$ cat src/rtl/instr_fetch_stage_if.sv
// Fetch-stage bus: branch redirect, hazard stall, instruction memory
// and IF/ID outputs. master = fetch stage, slave = surrounding datapath.
interface instr_fetch_stage_if;
   logic        stall;
   logic        br_taken;
   logic [15:0] br_pc;
   logic [15:0] br_offset;
   logic [15:0] imem_data;
   logic [15:0] imem_addr;
   logic [15:0] pc;
   logic [15:0] id_instr;
   logic [15:0] id_pc;
   logic [3:0]  id_imm4;
   logic        id_valid;

   modport master (
      input  stall, br_taken, br_pc, br_offset, imem_data,
      output imem_addr, pc, id_instr, id_pc, id_imm4, id_valid
   );

   modport slave (
      output stall, br_taken, br_pc, br_offset, imem_data,
      input  imem_addr, pc, id_instr, id_pc, id_imm4, id_valid
   );
endinterface

$ cat src/rtl/instr_fetch_stage.sv
// Fetch stage: PC, IF/ID register, branch redirect with one-bubble flush.
// Ports: clk, reset (async, active-high), bus (instr_fetch_stage_if.master).
module instr_fetch_stage #(
   parameter logic [15:0] RESET_PC  = 16'h0000,
   parameter logic [15:0] NOP_INSTR = 16'h0000,
   parameter logic [15:0] PC_STEP   = 16'h0001
) (
   input logic                  clk,
   input logic                  reset,
   instr_fetch_stage_if.master  bus
);

   logic [15:0] pc_q;
   logic [15:0] instr_q;
   logic [15:0] id_pc_q;
   logic        valid_q;
   logic [15:0] target;

   // Branch target relative to the word after the branch.
   assign target = bus.br_pc + PC_STEP + bus.br_offset;

   always_ff @(posedge clk or posedge reset) begin
      if (reset) begin
         pc_q    <= RESET_PC;
         instr_q <= NOP_INSTR;
         id_pc_q <= 16'h0000;
         valid_q <= 1'b0;
      end else begin
         // Redirect outranks stall, so both may be high together.
         priority case (1'b1)
            bus.br_taken: begin
               pc_q    <= target;
               instr_q <= NOP_INSTR;
               id_pc_q <= 16'h0000;
               valid_q <= 1'b0;
            end
            bus.stall: begin
               pc_q    <= pc_q;
               instr_q <= instr_q;
               id_pc_q <= id_pc_q;
               valid_q <= valid_q;
            end
            default: begin
               pc_q    <= pc_q + PC_STEP;
               instr_q <= bus.imem_data;
               id_pc_q <= pc_q;
               valid_q <= 1'b1;
            end
         endcase
      end
   end

   assign bus.imem_addr = pc_q;
   assign bus.pc        = pc_q;
   assign bus.id_instr  = instr_q;
   assign bus.id_pc     = id_pc_q;
   assign bus.id_imm4   = instr_q[3:0];
   assign bus.id_valid  = valid_q;

endmodule

$ cat src/flat_wrapper.sv
// flat-port wrapper written by rule: the top's interface ports become plain ports
module instr_fetch_stage_flat 
#(
   parameter logic [15:0] RESET_PC  = 16'h0000,
   parameter logic [15:0] NOP_INSTR = 16'h0000,
   parameter logic [15:0] PC_STEP   = 16'h0001
)
  (clk, reset, bus_stall, bus_br_taken, bus_br_pc, bus_br_offset, bus_imem_data, bus_imem_addr, bus_pc, bus_id_instr, bus_id_pc, bus_id_imm4, bus_id_valid);
  instr_fetch_stage_if bus_i ();
  input logic clk;
  input logic reset;
  input wire logic [$bits(bus_i.stall)-1:0] bus_stall;
  input wire logic [$bits(bus_i.br_taken)-1:0] bus_br_taken;
  input wire logic [$bits(bus_i.br_pc)-1:0] bus_br_pc;
  input wire logic [$bits(bus_i.br_offset)-1:0] bus_br_offset;
  input wire logic [$bits(bus_i.imem_data)-1:0] bus_imem_data;
  output wire logic [$bits(bus_i.imem_addr)-1:0] bus_imem_addr;
  output wire logic [$bits(bus_i.pc)-1:0] bus_pc;
  output wire logic [$bits(bus_i.id_instr)-1:0] bus_id_instr;
  output wire logic [$bits(bus_i.id_pc)-1:0] bus_id_pc;
  output wire logic [$bits(bus_i.id_imm4)-1:0] bus_id_imm4;
  output wire logic [$bits(bus_i.id_valid)-1:0] bus_id_valid;
  assign bus_i.stall = bus_stall;
  assign bus_i.br_taken = bus_br_taken;
  assign bus_i.br_pc = bus_br_pc;
  assign bus_i.br_offset = bus_br_offset;
  assign bus_i.imem_data = bus_imem_data;
  assign bus_imem_addr = bus_i.imem_addr;
  assign bus_pc = bus_i.pc;
  assign bus_id_instr = bus_i.id_instr;
  assign bus_id_pc = bus_i.id_pc;
  assign bus_id_imm4 = bus_i.id_imm4;
  assign bus_id_valid = bus_i.id_valid;
  instr_fetch_stage #(.RESET_PC(RESET_PC), .NOP_INSTR(NOP_INSTR), .PC_STEP(PC_STEP)) u_core (.clk(clk), .reset(reset), .bus(bus_i));
endmodule
$ cat config.mk
export PLATFORM = sky130hd
export DESIGN_NAME = instr_fetch_stage_flat
export DESIGN_NICKNAME = d
export VERILOG_FILES = /design/src/rtl/instr_fetch_stage_if.sv /design/src/rtl/instr_fetch_stage.sv /design/src/flat_wrapper.sv
export SDC_FILE = /design/constraint.sdc
export NUM_CORES = 1
export LEC_CHECK = 0
export ABC_CLOCK_PERIOD_IN_PS = 2300
export CAP_MARGIN = 20
export CORE_MARGIN = 3
export CORE_UTILIZATION = 48
export DETAILED_ROUTE_END_ITERATION = 10
export GPL_TIMING_DRIVEN = 0
export HOLD_SLACK_MARGIN = 0.1
export PLACE_DENSITY = 0.9
export SETUP_SLACK_MARGIN = 0.4
export SYNTH_ARGS = -nofsm -noshare
export SYNTH_HDL_FRONTEND = slang
export SYNTH_SLANG_ARGS = --single-unit
$ cat constraint.sdc
create_clock -name clk -period 2.3 [get_ports clk]
set_input_delay 0.345 -clock clk [delete_from_list [all_inputs] [get_ports clk]]
set_output_delay 0.345 -clock clk [all_outputs]
set_load 0.1 [all_outputs]
==> results of run 1 <==
power groups by stage:
stage	Combinational (mW)	Clock (mW)	Sequential [mW]
4_1_cts	2.22	0.636	1.11
2_1_floorplan	0.950	0	1.84
3_5_place_dp	2.22	0	1.13
6_report	2.29	0.628	1.11
5_1_grt	2.38	0.667	1.13
3_3_place_gp	2.18	0	1.12
state kept, by name, indices dropped and copies added (netlist names):
name                  flops
u_core.bus.id_instr      16
u_core.bus.id_pc         16
u_core.bus.id_valid       1
u_core.bus.imem_addr     16
worst paths after layout:
check                                              from                        to  slack (ps)  depth (start not counted)
worst max register to register  u_core.bus.imem_addr[0]  u_core.bus.imem_addr[14]         520                          6
min in group clk                           bus_br_pc[0]   u_core.bus.imem_addr[0]         390                          4
worst min register to register   u_core.bus.id_instr[5]    u_core.bus.id_instr[5]         520                          2
worst min-delay path                              reset    u_core.bus.id_instr[1]         390                          2
worst max-delay path                      bus_br_pc[11]  u_core.bus.imem_addr[14]         300                          8
max in group asynchronous                         reset   u_core.bus.imem_addr[0]        1380                          3
through the flow:
stage,worst slack [ps],hold WS [ps],TNS [ps]
floorplan,331,498,0
global placement,-389,503,-7200
detailed placement,-454,516,-2290
CTS,206,394,0
global route,248,400,0
finish,297,387,0
worst max-delay path, stage by stage:
cell and delay [ps]:
clkdlybuf4s50_1 500, ha_4 240, a21oi_2 180, nor2b_1 70
nor3_2 190, a21oi_2 80, or3_1 380, a31o_1 220
cells in the mapped netlist (2+ instances only):
master	n	area, µm²
nand3_2	2	20.0
o21ai_0	10	50.1
a31o_1	3	26.3
or3_1	5	31.3
buf_2	4	20.0
clkbuf_1	8	30.0
inv_1	12	45.0
nor3_1	5	25.0
a21oi_1	24	120
dfrtp_1	49	1230
ha_1	16	200
nand4_1	5	31.3
buf_4	20	150
nand2_1	20	75.1
xor2_1	11	96.3
o21ai_1	6	30.0
mux2i_1	33	330
nor2b_1	7	43.8
nand3_1	6	30.0
xnor2_1	12	105
nand2b_1	2	12.5
nor2_1	45	169
a21o_1	5	37.5
placed cells by master, fill, tap and decap left out, types with 12 or more instances in the layout:
cell and count:
nor2_1 45, dfrtp_1 37, clkdlybuf4s15_2 35, buf_4 33
mux2i_1 32, clkdlybuf4s50_1 30, dlygate4sd2_1 23, nand2_1 19
a21oi_1 18, clkdlybuf4s15_1 18, dfrtp_2 12
repair_timing:
action / CTS / global route
setup endpoints to repair: 80 / 29
buffers inserted: 8 / 5
resized for setup: 188 / 54
pin swaps: 17 / 16
metal layers:
layer | share of wire [%] | wire (µm) | track usage, % | up-vias
met4 | 2.2 | 204 | 7.37 | 0
li1 | - | - | - | 1396
met2 | 52 | 4940 | 43.5 | 191
met5 | 0 | 0 | 0 | -
met1 | 38 | 3560 | 31.0 | 1421
met3 | 8.1 | 768 | 4.18 | 23
cells by family after synthesis:
family / synth area share (%)
AOI/OAI and AO/OA: 12.2
xor gates and xnor gates: 6.50
adders and majority gates: 7.11
buffers and inverters: 7.92
DFF: 39.6
muxes: 10.7
and+or+nand+nor: 16.0
final cells by class:
type / count / area (µm²) / area share (%)
plain buffers: 32 / 208 / 4.21
clock buffers: 7 / 86.3 / 1.75
clock inverters: 1 / 30.0 / 0.608
inverters: 12 / 62.6 / 1.27
multi-input cells: 236 / 1900 / 38.4
flip-flops and latches: 49 / 1240 / 25.1
well taps: 75 / 93.8 / 1.90
repair buffers: 133 / 1320 / 26.7
==> metrics.yaml, run 1 <==
utilization_pct: 81.0
fin_area_mm2: 0.00494
status: "finished clean"
io_pins: 121
powerDensity_mw_per_mm2: 817
avgViaCountPerCell: 5.56
drive_above_1_share_pct: 30.4
synthArstFlopShare_pct: 100
drv_slew: 0
synthToLayoutAreaGrowth_pct: 59.4
final_nets: 538
postRouteAntennaNets: 0
cts.sinks: 49
rsz0062_at_grt: "yes"
dp_hpwl_mm: 6.54
htree_levels: 2
core-area_mm2: 0.00610
clk_latency_ps: 300
p_clk_share_pct: 15.6
grt-ovfl-total: 0
antenna_cells: 0
drt_wl_total_mm: 9.47
synth_edf_count: 0
postPlaceCellArea_mm2: 0.00447
yosysWarnings: 0
netlist_area_mm2: 0.00310
fmax_ghz: 0.499
grt_start_max_net_pins: 28
cap_violations: 0
pwr-share-comb_pct: 56.8
start_util_pct: 50.8
nFillCells: 359
p_int_mw: 1.95
clockBufferDepth: 2
finalClockSkew_ps: 7.73
die_h_um: 86.3
cp.required_ps: 2500
synth_seq_cells: 49
fin_crit_sh_pct: 87.1
total_power_mw: 4.03
gp_congestion: 0.905
die_area_mm2: 0.00745
wl_per_cell_um: 17.4
tightestPinTransition_ps: 990
switchingPower_mw: 2.08
vias: 3031
seqPwrFrac_pct: 27.6
clk_pin_slew_ps: 90
path_class: "primary input to register"
cts_root_buf: "clkbuf_8"
p_leak_nw: 2.29
switching_share_pct: 51.6
grt_pass1_wl_mm: 14.7
dr.pass1.iters: 5
dieWidth_um: 86.3
slew_headroom_pct: 34.3
min_path_type: "primary input to async pin"
drc_errors: 0
io_buffers: 119
hold_viol_final: 0
synth_fp_nets: 398
place_inst: 524
netlist_instances: 329
ir_worst_vdd_uv: 675
grt_usage_pct: 24.7
std_cell_rows: 28
ctsHoldBuffers: 0
ys_seq_area_share_pct: 39.6
min_period_ps: 2000
tritoncts: "yes"
stdcell_count: 545
ys_types: 42
synth_ff_type: "dfrtp_1"
setup_viol: 0
syn_avg_cell_area_um2: 9.41
crit_path_max_fanout: 8
cp.arrival_ps: 2200
antenna_found_initial: 0
drtIter0Drc: 235
grt_pass1_vias: 2969
cts_made_buffers: 5
startpoint_type: "primary input"
cp-end-kind: "register"
(Power assumes the default switching activity.)
==> run 2: changes to the inputs <==
--- a/config.mk
+++ b/config.mk
@@ -10,7 +10,7 @@
 export CORE_MARGIN = 3
 export CORE_UTILIZATION = 48
 export DETAILED_ROUTE_END_ITERATION = 10
-export GPL_TIMING_DRIVEN = 0
+export GPL_TIMING_DRIVEN = 1
 export HOLD_SLACK_MARGIN = 0.1
 export PLACE_DENSITY = 0.9
 export SETUP_SLACK_MARGIN = 0.4
==> metrics.yaml, run 2 (synthesis results as in run 1) <==
min_path_type: "primary input to async pin"
drtIter0Drc: 175  # -26%
avgViaCountPerCell: 5.39  # -3.1%
vias: 2823  # -6.9%
cp.arrival_ps: 2150  # -50 ps
drv_slew: 0  # unchanged
final_nets: 517  # -3.9%
dr.pass1.iters: 4  # -1
p_leak_nw: 2.13  # -7.0%
start_util_pct: 50.8  # unchanged
most-common-layout-cells: "buf_4 (93), nor2_1 (45), dfrtp_1 (37)"
std_cell_rows: 28  # unchanged
ir_worst_vdd_uv: 683  # +1.3%
wl_per_cell_um: 15.9  # -8.6%
antenna_cells: 0  # unchanged
slew_headroom_pct: 58.7  # +24 points
finalClockSkew_ps: 5.45  # -2.27 ps
drt_wl_total_mm: 8.32  # -12%
powerDensity_mw_per_mm2: 865  # +5.8%
synthToLayoutAreaGrowth_pct: 45.6
reg2reg_from: "u_core.bus.imem_addr[0]"
total_power_mw: 3.90  # -3.4%
rsz0062_at_grt: "yes"
drive_above_1_share_pct: 33.9  # +3.4 points
final_common_cell: "buf_4"
die_area_mm2: 0.00745  # unchanged
tritoncts: "yes"
io_pins: 121  # unchanged
hold_viol_final: 0  # unchanged
grt_usage_pct: 22.1  # -2.6 points
cts_root_buf: "clkbuf_8"
worstRegToRegCells: 6  # unchanged
gp_congestion: 0.801  # -11%
antenna_found_initial: 0  # unchanged
min_period_ps: 1970  # -35.5 ps
grt_pass1_wl_mm: 13.3  # -9.5%
startpoint_type: "primary input"
cap_violations: 0  # unchanged
status: "finished clean"
setup_viol: 0  # unchanged
postRouteAntennaNets: 0  # unchanged
fmax_ghz: 0.508  # +1.8%
htree_levels: 2  # unchanged
grt-ovfl-total: 0  # unchanged
wl_met1_mm: 3.42  # -3.9%
clk_pin_slew_ps: 80  # about the same
path_class: "primary input to register"
clockBufferDepth: 2  # unchanged
io_buffers: 120  # +0.84%
top_layer: "met4"
crit_path_max_fanout: 2  # -6
core-area_mm2: 0.00610  # unchanged
r2r-end: "u_core.bus.imem_addr[14]"
fin_crit_sh_pct: 85.5  # -1.5 points
cp-end-kind: "register"
tightestPinTransition_ps: 619  # -370 ps
die_h_um: 86.3  # unchanged
utilization_pct: 74.0  # -7.0 points
reg2reg_slack_ps: 500  # -20 ps
dieWidth_um: 86.3  # unchanged
dr_wl_met2_mm: 4.14  # -16%
cts_made_buffers: 5  # unchanged
clk_latency_ps: 290  # about the same
grt_start_max_net_pins: 63  # +130%
wl_met3_um: 572  # -26%
cp.required_ps: 2490  # about the same
cts.sinks: 49  # unchanged
grt_pass1_vias: 2774  # -6.6%
fin_area_mm2: 0.00451  # -8.7%
drc_errors: 0  # unchanged
dp_hpwl_mm: 6.02  # -7.9%
ctsHoldBuffers: 0  # unchanged
postPlaceCellArea_mm2: 0.00424  # -5.1%
[run 2: worst max-delay path, stage by stage]
cell	delay, ps
buf_4	130
inv_6	40
ha_4	120
inv_2	30
fa_2	330
a21o_1	180
nand4_1	120
a311o_1	250
a21oi_2	80
or3_1	300
a31o_1	220
[run 2: final cells by class]
cell class	count	area, µm²
clock inverters	2	37.5
inverters	12	62.6
well taps	75	93.8
clock buffers	6	82.6
repair buffers	144	1190
fillers	450	1590
multi-input cells	236	1800
flip-flops and latches	49	1240
[run 2: how the worst max path moves through the flow]
stage	start	endpoint	depth (start not counted)
5_1_grt	bus_br_pc[0]	u_core.bus.imem_addr[14]	11
2_1_floorplan	bus_br_offset[7]	u_core.bus.imem_addr[14]	7
6_report	bus_br_pc[0]	u_core.bus.imem_addr[14]	11
3_3_place_gp	bus_br_offset[0]	u_core.bus.imem_addr[14]	11
4_1_cts	bus_br_pc[0]	u_core.bus.imem_addr[14]	11
3_5_place_dp	bus_br_offset[0]	u_core.bus.imem_addr[14]	11
[run 2: stage by stage]
step | TNS (ps) | hold WS, ps | instances | worst slack (ps)
final | 0 | 376 | 524 | 332
after global routing | 0 | 406 | 524 | 257
after CTS | 0 | 379 | 523 | 333
after detailed placement | -1990 | 518 | 512 | -385
after global placement | -1580 | 504 | 512 | -344
after floorplan | 0 | 498 | 329 | 331
[run 2: power by group]
| group | switching [mW] | internal (mW) | total (mW) |
|---|---|---|---|
| Clock | 0.271 | 0.353 | 0.625 |
| Combinational | 1.61 | 0.552 | 2.16 |
| Sequential | 0.138 | 0.971 | 1.11 |
[run 2: repair_timing]
item | CTS | global route
resized for setup | 44 | 5
pin swaps | 27 | 5
endpoints found under the setup margin | 11 | 7
buffers inserted | 3 | 1
[run 2: metal layers]
| layer | vias up | global-route usage [%] |
|---|---|---|
| met4 | 0 | 7.08 |
| li1 | 1348 | - |
| met3 | 16 | 3.04 |
| met2 | 137 | 39.3 |
| met1 | 1322 | 27.8 |
| met5 | - | 0 |
